## config.mk

```make
export PLATFORM = sky130hd
export DESIGN_NAME = mlaccel_memarb_flat
export DESIGN_NICKNAME = d
export VERILOG_FILES = /design/src/rtl/mlaccel_memarb_if.sv /design/src/rtl/mlaccel_memarb.sv /design/src/flat_wrapper.sv
export SDC_FILE = /design/constraint.sdc
export NUM_CORES = 1
export LEC_CHECK = 0
export CORE_MARGIN = 5
export CORE_UTILIZATION = 23
export CTS_CLUSTER_DIAMETER = 200
export CTS_CLUSTER_SIZE = 28
export DETAILED_ROUTE_END_ITERATION = 8
export PLACE_DENSITY = 0.81
export SETUP_SLACK_MARGIN = 0.3
export SYNTH_ARGS = -nofsm -noshare
export SYNTH_HDL_FRONTEND = slang
export SYNTH_SLANG_ARGS = --single-unit
```

## constraint.sdc

```tcl
create_clock -name clock -period 3.15 [get_ports clock]
set_clock_uncertainty 0.15 [all_clocks]
set_input_delay 0.4725 -clock clock [delete_from_list [all_inputs] [get_ports clock]]
set_output_delay 0.4725 -clock clock [all_outputs]
set_load 0.02 [all_outputs]
```

## src/rtl/mlaccel_memarb_if.sv

```systemverilog
// mlaccel_memarb_if: request/response bundle between the three requesters,
// the memory arbiter and the memory port.
//   host_* : host command path, 16-bit reads (wen == 0) and byte-masked writes
//   seq_*  : sequencer instruction fetch, 32-bit reads only
//   comp_* : compute writeback, 16-bit byte-masked writes only
//   mem_*  : shared single memory port
//   idle   : no request pending and no read in flight
// slave  modport: the arbiter side.
// master modport: requesters plus memory, i.e. the environment around the arbiter.
interface mlaccel_memarb_if;
  logic        host_valid;
  logic        host_ready;
  logic [1:0]  host_wen;
  logic [15:0] host_addr;
  logic [15:0] host_wdata;
  logic        host_rvalid;
  logic [15:0] host_rdata;

  logic        seq_valid;
  logic        seq_ready;
  logic [15:0] seq_addr;
  logic        seq_rvalid;
  logic [31:0] seq_rdata;

  logic        comp_valid;
  logic        comp_ready;
  logic [1:0]  comp_wen;
  logic [15:0] comp_addr;
  logic [15:0] comp_wdata;

  logic [15:0] mem_addr;
  logic [1:0]  mem_wen;
  logic [15:0] mem_wdata;
  logic [63:0] mem_rdata;

  logic        idle;

  modport slave (
    input  host_valid, host_wen, host_addr, host_wdata,
    output host_ready, host_rvalid, host_rdata,
    input  seq_valid, seq_addr,
    output seq_ready, seq_rvalid, seq_rdata,
    input  comp_valid, comp_wen, comp_addr, comp_wdata,
    output comp_ready,
    output mem_addr, mem_wen, mem_wdata,
    input  mem_rdata,
    output idle
  );

  modport master (
    output host_valid, host_wen, host_addr, host_wdata,
    input  host_ready, host_rvalid, host_rdata,
    output seq_valid, seq_addr,
    input  seq_ready, seq_rvalid, seq_rdata,
    output comp_valid, comp_wen, comp_addr, comp_wdata,
    input  comp_ready,
    input  mem_addr, mem_wen, mem_wdata,
    output mem_rdata,
    input  idle
  );
endinterface

```

## src/rtl/mlaccel_memarb.sv

```systemverilog
// mlaccel_memarb: three-port arbiter in front of the accelerator memory.
// Shares one memory port between host (r/w), sequencer fetch (r) and compute
// writeback (w). Priority host > comp > seq, except that a low-priority
// requester refused STARVE_MAX cycles in a row is forced ahead of everyone
// (seq first if both are starved). Reads are tracked by an RD_LAT-deep tag
// pipe whose output pulses the issuer's rvalid.
// Ports:
//   clock, reset : system clock, synchronous active-high reset
//   bus          : mlaccel_memarb_if.slave (requester handshakes, memory port, idle)
// Parameters:
//   RD_LAT     : memory read latency, 1..7
//   STARVE_MAX : refusal count that forces a grant, 1..15

// Per-requester starvation counter. Counts consecutive refused cycles while
// valid is held, saturates at STARVE_MAX, clears on acceptance or valid drop.
module mlaccel_memarb_starve #(
  parameter int STARVE_MAX = 4
) (
  input  logic clock,
  input  logic reset,
  input  logic valid,
  input  logic accept,
  output logic starved
);
  logic [3:0] cnt;

  always_ff @(posedge clock) begin
    if (reset || !valid || accept) cnt <= '0;
    else if (cnt != 4'(STARVE_MAX)) cnt <= cnt + 4'd1;
  end

  // Gate with valid: a stale saturated count must not grant an empty port.
  assign starved = valid && (cnt == 4'(STARVE_MAX));
endmodule

module mlaccel_memarb #(
  parameter int RD_LAT     = 2,
  parameter int STARVE_MAX = 4
) (
  input  logic             clock,
  input  logic             reset,
  mlaccel_memarb_if.slave  bus
);
  // Lane 0 = seq, lane 1 = comp (the two guarded requesters).
  localparam int NUM_LANES = 2;
  localparam int L_SEQ     = 0;
  localparam int L_COMP    = 1;

  typedef enum logic [1:0] {GNT_NONE, GNT_HOST, GNT_COMP, GNT_SEQ} gnt_e;
  typedef enum logic [1:0] {TAG_NONE, TAG_HOST, TAG_SEQ} tag_e;

  logic [NUM_LANES-1:0] lane_vld, lane_acc, lane_starved;
  gnt_e                 gnt;
  tag_e                 tag_in;
  tag_e                 tag_q [RD_LAT];
  logic                 tag_busy;

  assign lane_vld[L_SEQ]  = bus.seq_valid;
  assign lane_vld[L_COMP] = bus.comp_valid;
  assign lane_acc[L_SEQ]  = (gnt == GNT_SEQ);
  assign lane_acc[L_COMP] = (gnt == GNT_COMP);

  generate
    for (genvar g = 0; g < NUM_LANES; g++) begin : g_lane
      mlaccel_memarb_starve #(.STARVE_MAX(STARVE_MAX)) u_starve (
        .clock   (clock),
        .reset   (reset),
        .valid   (lane_vld[g]),
        .accept  (lane_acc[g]),
        .starved (lane_starved[g])
      );
    end
  endgenerate

  // Grant: no ready during reset; forced lanes first, then fixed priority.
  always_comb begin
    gnt = GNT_NONE;
    if (reset)                      gnt = GNT_NONE;
    else if (lane_starved[L_SEQ])   gnt = GNT_SEQ;
    else if (lane_starved[L_COMP])  gnt = GNT_COMP;
    else if (bus.host_valid)        gnt = GNT_HOST;
    else if (bus.comp_valid)        gnt = GNT_COMP;
    else if (bus.seq_valid)         gnt = GNT_SEQ;
  end

  assign bus.host_ready = (gnt == GNT_HOST);
  assign bus.comp_ready = (gnt == GNT_COMP);
  assign bus.seq_ready  = (gnt == GNT_SEQ);

  // Memory port mux; all-zero when nothing is granted.
  always_comb begin
    bus.mem_addr  = '0;
    bus.mem_wen   = '0;
    bus.mem_wdata = '0;
    tag_in        = TAG_NONE;
    case (gnt)
      GNT_HOST: begin
        bus.mem_addr  = bus.host_addr;
        bus.mem_wen   = bus.host_wen;
        bus.mem_wdata = bus.host_wdata;
        if (bus.host_wen == 2'b00) tag_in = TAG_HOST;
      end
      GNT_COMP: begin
        // comp_wen == 0 is a protocol error; it passes through as a no-op access.
        bus.mem_addr  = bus.comp_addr;
        bus.mem_wen   = bus.comp_wen;
        bus.mem_wdata = bus.comp_wdata;
      end
      GNT_SEQ: begin
        bus.mem_addr  = bus.seq_addr;
        tag_in        = TAG_SEQ;
      end
      default: ;
    endcase
  end

  // Read tag pipe: stage RD_LAT-1 lines up with mem_rdata for that read.
  always_ff @(posedge clock) begin
    if (reset) begin
      for (int i = 0; i < RD_LAT; i++) tag_q[i] <= TAG_NONE;
    end else begin
      tag_q[0] <= tag_in;
      for (int i = 1; i < RD_LAT; i++) tag_q[i] <= tag_q[i-1];
    end
  end

  always_comb begin
    tag_busy = 1'b0;
    for (int i = 0; i < RD_LAT; i++)
      if (tag_q[i] != TAG_NONE) tag_busy = 1'b1;
  end

  assign bus.host_rvalid = (tag_q[RD_LAT-1] == TAG_HOST);
  assign bus.seq_rvalid  = (tag_q[RD_LAT-1] == TAG_SEQ);
  assign bus.host_rdata  = bus.mem_rdata[15:0];
  assign bus.seq_rdata   = bus.mem_rdata[31:0];

  assign bus.idle = !bus.host_valid && !bus.seq_valid && !bus.comp_valid && !tag_busy;
endmodule

```

## src/flat_wrapper.sv

```systemverilog
// flat-port wrapper written by rule: the top's interface ports become plain ports
module mlaccel_memarb_flat 
#(
  parameter int RD_LAT     = 2,
  parameter int STARVE_MAX = 4
)
  (clock, reset, bus_host_valid, bus_host_wen, bus_host_addr, bus_host_wdata, bus_host_ready, bus_host_rvalid, bus_host_rdata, bus_seq_valid, bus_seq_addr, bus_seq_ready, bus_seq_rvalid, bus_seq_rdata, bus_comp_valid, bus_comp_wen, bus_comp_addr, bus_comp_wdata, bus_comp_ready, bus_mem_addr, bus_mem_wen, bus_mem_wdata, bus_mem_rdata, bus_idle);
  mlaccel_memarb_if bus_i ();
  input  logic clock;
  input  logic reset;
  input wire logic [$bits(bus_i.host_valid)-1:0] bus_host_valid;
  input wire logic [$bits(bus_i.host_wen)-1:0] bus_host_wen;
  input wire logic [$bits(bus_i.host_addr)-1:0] bus_host_addr;
  input wire logic [$bits(bus_i.host_wdata)-1:0] bus_host_wdata;
  output wire logic [$bits(bus_i.host_ready)-1:0] bus_host_ready;
  output wire logic [$bits(bus_i.host_rvalid)-1:0] bus_host_rvalid;
  output wire logic [$bits(bus_i.host_rdata)-1:0] bus_host_rdata;
  input wire logic [$bits(bus_i.seq_valid)-1:0] bus_seq_valid;
  input wire logic [$bits(bus_i.seq_addr)-1:0] bus_seq_addr;
  output wire logic [$bits(bus_i.seq_ready)-1:0] bus_seq_ready;
  output wire logic [$bits(bus_i.seq_rvalid)-1:0] bus_seq_rvalid;
  output wire logic [$bits(bus_i.seq_rdata)-1:0] bus_seq_rdata;
  input wire logic [$bits(bus_i.comp_valid)-1:0] bus_comp_valid;
  input wire logic [$bits(bus_i.comp_wen)-1:0] bus_comp_wen;
  input wire logic [$bits(bus_i.comp_addr)-1:0] bus_comp_addr;
  input wire logic [$bits(bus_i.comp_wdata)-1:0] bus_comp_wdata;
  output wire logic [$bits(bus_i.comp_ready)-1:0] bus_comp_ready;
  output wire logic [$bits(bus_i.mem_addr)-1:0] bus_mem_addr;
  output wire logic [$bits(bus_i.mem_wen)-1:0] bus_mem_wen;
  output wire logic [$bits(bus_i.mem_wdata)-1:0] bus_mem_wdata;
  input wire logic [$bits(bus_i.mem_rdata)-1:0] bus_mem_rdata;
  output wire logic [$bits(bus_i.idle)-1:0] bus_idle;
  assign bus_i.host_valid = bus_host_valid;
  assign bus_i.host_wen = bus_host_wen;
  assign bus_i.host_addr = bus_host_addr;
  assign bus_i.host_wdata = bus_host_wdata;
  assign bus_host_ready = bus_i.host_ready;
  assign bus_host_rvalid = bus_i.host_rvalid;
  assign bus_host_rdata = bus_i.host_rdata;
  assign bus_i.seq_valid = bus_seq_valid;
  assign bus_i.seq_addr = bus_seq_addr;
  assign bus_seq_ready = bus_i.seq_ready;
  assign bus_seq_rvalid = bus_i.seq_rvalid;
  assign bus_seq_rdata = bus_i.seq_rdata;
  assign bus_i.comp_valid = bus_comp_valid;
  assign bus_i.comp_wen = bus_comp_wen;
  assign bus_i.comp_addr = bus_comp_addr;
  assign bus_i.comp_wdata = bus_comp_wdata;
  assign bus_comp_ready = bus_i.comp_ready;
  assign bus_mem_addr = bus_i.mem_addr;
  assign bus_mem_wen = bus_i.mem_wen;
  assign bus_mem_wdata = bus_i.mem_wdata;
  assign bus_i.mem_rdata = bus_mem_rdata;
  assign bus_idle = bus_i.idle;
  mlaccel_memarb #(.RD_LAT(RD_LAT), .STARVE_MAX(STARVE_MAX)) u_core (.clock(clock), .reset(reset), .bus(bus_i));
endmodule
```

==> results_dict.tcl, run 1 <==
set metrics [dict create \
    grt_pass1_vias 2002 \
    cts_max_path_buffers 2 \
    finalWirelength_mm 6.82 \
    area_growth_pct 111 \
    fin_util_pct 49.6 \
    antenna_found_initial 0 \
    fin_crit_sh_pct 92.6 \
    drtIter0Drc 150 \
    cts.sinks 12 \
    die_height_microns 93.2 \
    vdd_drop_max_uv 88.0 \
    fillers 621 \
    cts_tree "built" \
    p_per_area_nw_per_um2 246 \
    min_path_type "reg -> reg" \
    dr.pass1.iters 7 \
    hold_viol_final 0 \
    worstPathMaxFanout 5 \
    die_w_microns 93.2 \
    core_sq_um 6760 \
    final_common_cell "clkdlybuf4s50_1" \
    hpwl_mm 4.91 \
    gp_congestion 0.841 \
    relSlewSlack_pct 78.2 \
    power_w 0.000827 \
    multiInputGateArea_sq_um 1200 \
    grt_pass1_wl_mm 9.74 \
    overflow 0 \
    globalRouteTotalUtil_pct 14.0 \
    crit_type "reg -> out" \
    finalSetupViolations 0 \
    final_cell_mix "clkdlybuf4s50_1 (87), buf_4 (35), nor2_1 (27), buf_6 (17)" \
    required_ns 2.53 \
    synthCells 204 \
    critPathLaunchType "flop" \
    worst_slew_pin_slew_ns 0.327 \
    port_buffers 128 \
    cellLeakagePower_nw 1.39 \
    vias 1937 \
    layout-drive-gt1-share_pct 42.5 \
    htreeDepth 1 \
    cts_buffers 3 \
    ios 241 \
    maxCapViolations 0 \
    report.final.slew_viol_count 0 \
    antennaDiodeCount 0 \
    tns_ns 0 \
    vias_per_cell 4.87 \
    outcome "finished clean" \
    fin_crit_ns 2.92 \
    fin_hold_ws_ns 0.323 \
    final_nets 482 \
    synth.avg_cell_area_sq_um 7.80 \
    wire_per_inst_microns 17.1 \
    grt_start_max_net_pins 19 \
    ys_seq_area_share_pct 15.1 \
    seqCellArea_sq_um 244 \
    worstPathArrival_ns 2.30 \
    postRouteAntennaNets 0 \
    row_count 30 \
    synth_area_sq_um 1590 \
    synth_seq_cells 12 \
    synth.distinct_cells 30 \
    ys_warn_count 0 \
    cts_root_buffer "clkbuf_8" \
    rsz0062_at_grt "true" \
    drc 0 \
    finalWorstSetupSlack_ns 0.232 \
    path_clk_slew_ns 0.06 \
    dieArea_sq_um 8680 \
    worstSkewPairLatency_ns 0.24 \
    place_ws_ns -0.366 \
    cp-end-kind "output port" \
    max_freq_mhz 343 \
    initial_core_util_pct 23.6 \
    syn_nets 367 \
]
==> final cells by class <==
class	count	share of cell area, %
clock buffers	4	1.64
flip-flops and latches	12	7.27
repair buffers	171	51.7
inverters	6	0.671
multi-input cells	125	35.8
well taps	80	2.98
==> where the power goes <==
part | internal [W] | switching (W) | leakage, nW
combinational | 0.000299 | 0.000199 | 1.26
clock | 0.000111 | 0.0000597 | 0.0288
sequential | 0.000156 | 0.00000215 | 0.0986
total | 0.000566 | 0.000261 | 1.39
==> synthesized netlist by cell type <==
master,instances,area [sq um]
dfxtp_1,12,240
a32o_1,1,10.0
a22oi_1,18,135
a222oi_1,16,160
nand2b_1,1,6.26
and2b_1,1,7.51
a211oi_2,1,12.5
buf_2,9,45.0
nor2_1,28,105
or4_4,1,11.3
o21ba_2,1,10.0
nor4_1,1,6.26
nand3b_4,1,20.0
nor3_1,1,5.00
and4b_1,1,10.0
mux2i_1,4,40.0
a21oi_1,2,10.0
nor4_2,1,12.5
inv_1,6,22.5
a32oi_1,1,8.76
buf_1,1,3.75
buf_4,48,360
nand2_1,5,18.8
xnor2_1,3,26.3
nand3_1,2,10.0
or2_1,1,6.26
nor2b_1,23,144
ha_1,10,125
nand3b_1,1,7.51
clkbuf_1,3,11.3
==> critical path, cell delays in order (launching register included) <==
cell	delay, ns
dfxtp_1	0.30
inv_1	0.08
ha_4	0.15
nand3b_4	0.11
a211oi_4	0.36
nor2_4	0.10
ha_4	0.21
buf_12	0.14
a222oi_1	0.35
nor2_1	0.07
buf_4	0.16
==> cells by family after synthesis <==
logic type      Yosys count  share of synthesized area [%]
simple gates             68                           23.3
compound gates           40                           21.8
buf+inv                  67                           27.8
fa+ha+maj                10                           7.86
xor+xnor                  3                           1.65
flops                    12                           15.1
mux                       4                           2.52
==> flip-flops by register name, summed over array words and instances, names as in the netlist <==
signal and cells:
u_core.g_lane.u_starve.cnt 8, u_core.tag_q 4
==> layer usage <==
| metal | up-vias | wire length, microns | part of all wire, % | GRT usage (%) |
|---|---|---|---|---|
| met5 | - | 0 | 0 | 0 |
| met4 | 0 | 118 | 1.7 | 5.13 |
| met3 | 17 | 620 | 9.1 | 3.46 |
| met2 | 121 | 3680 | 54 | 26.2 |
| met1 | 887 | 2400 | 35 | 15.0 |
| li1 | 912 | - | - | - |
==> final timing paths <==
kind	startpoint	end	slack, ns	cells past startpoint
hold / removal	u_core.tag_q[0][1]	u_core.tag_q[0][3]	0.32	1
setup / recovery	u_core.g_lane[1].u_starve.cnt[0]	bus_mem_addr[4]	0.23	10
hold reg to reg	u_core.tag_q[0][1]	u_core.tag_q[0][3]	0.32	1
setup reg to reg	u_core.g_lane[1].u_starve.cnt[0]	u_core.g_lane[0].u_starve.cnt[2]	0.93	11
==> metrics by stage <==
step           cells  instance area, sq um
2_1_floorplan    204                  1620
3_5_place_dp     377                  2850
3_3_place_gp     377                  2850
4_1_cts          391                  3090
5_1_grt          398                  3350
6_report         398                  3350
==> timing repair <==
action,in CTS,in global routing
setup endpoints to repair,37,36
gates cloned,3,3
hold buffers,0,0
gates resized for setup,200,42
buffers inserted,7,4
pin swaps,21,16
Power figures use the tool's default switching activity.
==> inputs of run 2 (changes only) <==
==> constraint.sdc (replaced) <==
create_clock -name clock -period 3.15 [get_ports clock]
set_clock_uncertainty 0.15 [all_clocks]
set_input_delay 0.315 -clock clock [delete_from_list [all_inputs] [get_ports clock]]
set_output_delay 0.315 -clock clock [all_outputs]
set_load 0.02 [all_outputs]
==> results_dict.tcl, run 2 (synthesis results as in run 1) <==
set metrics [dict create \
    cpPeakStageDelay_ns 0.44 \
    drc 0 \
    grt_pass1_wl_mm 8.49 \
    cts.sinks 12 \
    vias_per_cell 4.78 \
    met1Wirelength_mm 2.18 \
    wire_per_inst_microns 15.4 \
    cellLeakagePower_nw 1.17 \
    port_buffers 128 \
    dr.pass1.iters 5 \
    layout-drive-gt1-share_pct 26.4 \
    worstPathArrival_ns 2.31 \
    reg_top3 "u_core.g_lane.u_starve.cnt: 8 flops, u_core.tag_q: 4 flops" \
    swShare_pct 31.4 \
    initial_core_util_pct 23.6 \
    path_clk_slew_ns 0.05 \
    worstSkewPairLatency_ns 0.25 \
    p_switching_w 0.000216 \
    dr_wl_met3_microns 387 \
    vias 1796 \
    grt_start_max_net_pins 29 \
    die_w_microns 93.2 \
    ios 241 \
    cts_max_path_buffers 2 \
    worst_slew_pin_slew_ns 0.329 \
    power_w 0.000688 \
    final_common_cell "clkdlybuf4s50_1" \
    outcome "finished clean" \
    cts_root_buffer "clkbuf_8" \
    p_per_area_nw_per_um2 253 \
    report.final.slew_viol_count 0 \
    row_count 30 \
    worstPathMaxFanout 10 \
    combPwrFrac_pct 52.4 \
    cpMaxStageDelayCell "clkdlybuf4s50_1" \
    final_cell_mix "clkdlybuf4s50_1 (90), buf_2 (30), nor2_1 (27), nor2b_1 (23)" \
    dieArea_sq_um 8680 \
    worst-path-buf-inv 3 \
    relSlewSlack_pct 78.1 \
    rsz0062_at_grt "true" \
    min_path_type "reg -> reg" \
    finalWirelength_mm 5.79 \
    maxCapViolations 0 \
    cts_tree "built" \
    path_delay_family "compound AO/OA/AOI/OAI gates" \
    crit_chain "clkdlybuf4s50_1, o21ba_2, a211oi_4, nor2_2, ha_2, buf_6, a222oi_1, nor2_1, buf_4" \
    hpwl_mm 4.76 \
    p_int_w 0.000471 \
    antennaDiodeCount 0 \
    fin_crit_sh_pct 88.2 \
    die_height_microns 93.2 \
    area_growth_pct 71.0 \
    cp-end-kind "output port" \
    regMostFlops "u_core.g_lane.u_starve.cnt" \
    clkPwrFrac_pct 24.5 \
    finalSetupViolations 0 \
    largest_reg_flops 8 \
    critPathLaunchType "input port" \
    grt_pass1_vias 1797 \
    drtIter0Drc 91 \
    htreeDepth 1 \
    cts_buffers 3 \
    final_nets 460 \
    fin_crit_ns 2.78 \
    core_sq_um 6760 \
    globalRouteTotalUtil_pct 12.1 \
    gp_congestion 0.802 \
    highest_layer "met4" \
    overflow 0 \
    met2WireLength_mm 3.12 \
    p_seq_share_pct 23.1 \
    place_ws_ns -0.155 \
    fillers 687 \
    postRouteAntennaNets 0 \
    crit_type "in -> out" \
    max_freq_mhz 360 \
    antenna_found_initial 0 \
    hold_viol_final 0 \
    required_ns 2.68 \
    vdd_drop_max_uv 87.6 \
    finalWorstSetupSlack_ns 0.372 \
]
## run 2: cell count changes in the layout (fill, tap and decap cells not counted), moves of 8 or more
cell	delta
buf_2	+17
buf_4	-17
a22oi_1	+16
a22oi_2	-16
buf_6	-16
nor2b_1	+14
nor2b_4	-8
## run 2: stage by stage
stage | instances | util [%] | TNS (ns) | hold WS, ns | area, sq um
2_1_floorplan | 204 | - | 0 | 0.241 | 1590
3_3_place_gp | 367 | 40.3 | -1.73 | 0.303 | 2720
3_5_place_dp | 367 | 40.3 | -2.49 | 0.311 | 2720
4_1_cts | 374 | 39.9 | 0 | 0.319 | 2700
5_1_grt | 376 | 40.3 | 0 | 0.329 | 2720
6_report | 376 | 40.3 | 0 | 0.325 | 2720
## run 2: power groups by stage
stage / registers, W / logic (W) / clock network [W]
after floorplan: 0.000161 / 0.000239 / 0
after global placement: 0.000161 / 0.000372 / 0
after detailed placement: 0.000162 / 0.000378 / 0
after CTS: 0.000159 / 0.000358 / 0.000177
after global routing: 0.000159 / 0.000387 / 0.000182
final: 0.000159 / 0.000360 / 0.000169
## run 2: final timing paths
check / from / endpoint / slack (ns) / cells after the start
hold / removal: u_core.tag_q[0][1] / u_core.tag_q[0][3] / 0.32 / 1
setup reg to reg: u_core.g_lane[0].u_starve.cnt[1] / u_core.g_lane[0].u_starve.cnt[2] / 0.93 / 11
hold reg to reg: u_core.tag_q[0][1] / u_core.tag_q[0][3] / 0.32 / 1
setup / recovery: bus_host_valid / bus_mem_addr[14] / 0.37 / 9
## run 2: repair_timing
action | 4_1_cts | 5_1_grt
buffers inserted | 3 | 2
hold buffers | 0 | 0
endpoints found under the setup margin | 37 | 35
pin swaps | 4 | 7
hold endpoints to repair | 0 | 0
resized for setup | 139 | 20
## run 2: cell type report
class	instances	area (sq um)	share of cell area (%)
timing repair buffer	149	1330	48.9
multi-input combinational	125	965	35.4
sequential	12	248	9.10
tap	80	100	3.68
clock buffer	4	55.1	2.02
inverter	6	22.5	0.828
## run 2: layer usage
layer	track usage, %	up-vias
met3	2.25	16
met4	5.37	0
met5	0	-
met1	13.6	836
met2	22.1	83
li1	-	861
==> inputs of run 3 (changes only) <==
- CORE_AREA: not set -> 5 5 91 93
- CORE_MARGIN: 5 -> not set
- CORE_UTILIZATION: 23 -> not set
- DIE_AREA: not set -> 0 0 96 98
- PLACE_DENSITY: 0.81 -> 0.77
- clock period: 3.15 -> 3.29 ns (I/O delays scaled with it)
==> results_dict.tcl, run 3 (synthesis results as in run 1) <==
set metrics [dict create \
    required_ns 2.81 \
    vdd_drop_max_uv 94.4 \
    crit_chain "inv_1, ha_2, and4b_1, a211oi_4, or2_1, ha_2, buf_12, a222oi_1, nor2_1, buf_2" \
    cts_max_path_buffers 2 \
    regMostFlops "u_core.g_lane.u_starve.cnt" \
    wire_per_inst_microns 15.6 \
    antenna_found_initial 0 \
    postRouteAntennaNets 0 \
    stdcell_area_sq_um 2690 \
    grt_pass1_vias 1824 \
    worst-path-buf-inv 3 \
    fin_hold_ws_ns 0.318 \
    hold_viol_final 0 \
    maxCapViolations 0 \
    crit_top_cell "ha_2" \
    dieArea_sq_um 9410 \
    vias 1766 \
    critPathLaunchType "flop" \
    hold_buffers 0 \
    final_cell_mix "clkdlybuf4s50_1 (91), nor2_1 (27), nor2b_1 (23), a22oi_1 (18), clkbuf_2 (18)" \
    min_path_type "reg -> reg" \
    antennaDiodeCount 0 \
    finalWorstSetupSlack_ns 0.466 \
    cpPeakStageDelay_ns 0.34 \
    die_height_microns 98 \
    tns_ns 0 \
    reg2reg_slack_ns 1.15 \
    initial_core_util_pct 21.4 \
    die_w_microns 96 \
    drc 0 \
    cts.sinks 12 \
    finalSetupViolations 0 \
    area_growth_pct 68.9 \
    outcome "finished clean" \
    dr.pass1.iters 5 \
    drtIter0Drc 149 \
    reg_top3 "u_core.g_lane.u_starve.cnt: 8 flops, u_core.tag_q: 4 flops" \
    core_sq_um 7450 \
    report.final.slew_viol_count 0 \
    max_freq_mhz 354 \
    htreeDepth 1 \
    path_clk_slew_ns 0.06 \
    rsz0062_at_grt "false" \
    row_count 32 \
    cts_tree "built" \
    cellLeakagePower_nw 1.13 \
    vias_per_cell 4.52 \
    crit_type "reg -> out" \
    worst_slew_pin_slew_ns 0.338 \
    cp-end-kind "output port" \
    fin_crit_sh_pct 85.8 \
    path_delay_family "simple AND/OR/NAND/NOR gates" \
    finalWirelength_mm 6.09 \
    gp_congestion 0.701 \
    overflow 0 \
    final_common_cell "clkdlybuf4s50_1" \
    worstSkewPairLatency_ns 0.25 \
    port_buffers 128 \
    cts_buffers 3 \
    fin_crit_ns 2.82 \
    grt_start_max_net_pins 19 \
    largest_reg_flops 8 \
    relSlewSlack_pct 77.4 \
    grt_pass1_wl_mm 9.12 \
    p_per_area_nw_per_um2 244 \
    cts_root_buffer "clkbuf_8" \
    globalRouteTotalUtil_pct 12.4 \
    hpwl_mm 4.99 \
    postPlaceCellArea_sq_um 2740 \
    cpMaxStageDelayCell "a222oi_1" \
    fillers 788 \
    ios 241 \
    final_nets 453 \
    worstPathArrival_ns 2.35 \
    worstPathMaxFanout 16 \
    place_ws_ns 0.00820 \
    layout-drive-gt1-share_pct 23.9 \
]
run 3: cell types whose count changed in the layout (fill, tap and decap cells not counted), moves of 2 or more:
cell	previous run	this run
buf_12	4	6
buf_2	30	15
buf_4	18	9
clkbuf_2	1	18
dlygate4sd2_1	3	1
ha_2	4	6
ha_4	2	0
run 3: power by group:
| group | switching (W) | internal, W |
|---|---|---|
| combinational | 0.000148 | 0.000192 |
| sequential | 0.00000292 | 0.000149 |
| clock | 0.0000574 | 0.000106 |
run 3: cell type report:
| type | instances | area [sq um] | area share [%] |
|---|---|---|---|
| clock buffer | 4 | 55.1 | 2.05 |
| inverter | 6 | 22.5 | 0.838 |
| multi-input combinational | 125 | 942 | 35.0 |
| sequential | 12 | 244 | 9.07 |
| tap | 102 | 128 | 4.75 |
| timing repair buffer | 142 | 1300 | 48.3 |
run 3: layer usage:
metal	share of wire, %	vias to the layer above	track usage, %
met3	8.6	20	3.39
met5	0	-	0
met2	52	94	21.8
met1	36	802	13.3
met4	3.2	0	5.91
li1	-	850	-
run 3: final timing paths:
| path | startpoint | endpoint | cells past startpoint |
|---|---|---|---|
| hold / removal | u_core.tag_q[0][1] | u_core.tag_q[0][3] | 1 |
| setup / recovery | u_core.g_lane[0].u_starve.cnt[0] | bus_mem_addr[2] | 10 |
| setup reg to reg | u_core.g_lane[0].u_starve.cnt[1] | u_core.g_lane[1].u_starve.cnt[0] | 10 |
| hold reg to reg | u_core.tag_q[0][1] | u_core.tag_q[0][3] | 1 |
run 3: repair_timing:
item / in CTS / in global routing
setup endpoints to repair: 36 / 36
gates resized for setup: 81 / 54
pin swaps: 1 / 9
setup buffers: 1 / 2
run 3: stage by stage:
step / std cells / power [W] / util, %
floorplan: 204 / 0.000383 / -
global placement: 384 / 0.000512 / 36.8
detailed placement: 384 / 0.000517 / 36.8
CTS: 389 / 0.000665 / 37.0
global route: 391 / 0.000689 / 36.1
finish: 391 / 0.000655 / 36.1
run 3: worst register-to-register path, stage by stage (launching register included):
cell      delay [ns]
dfxtp_2         0.35
inv_1           0.05
ha_2            0.18
and4b_1         0.20
a211oi_4        0.29
or2_1           0.20
ha_2            0.23
buf_4           0.14
nor2_1          0.04
nand2_1         0.13
nor2_1          0.06
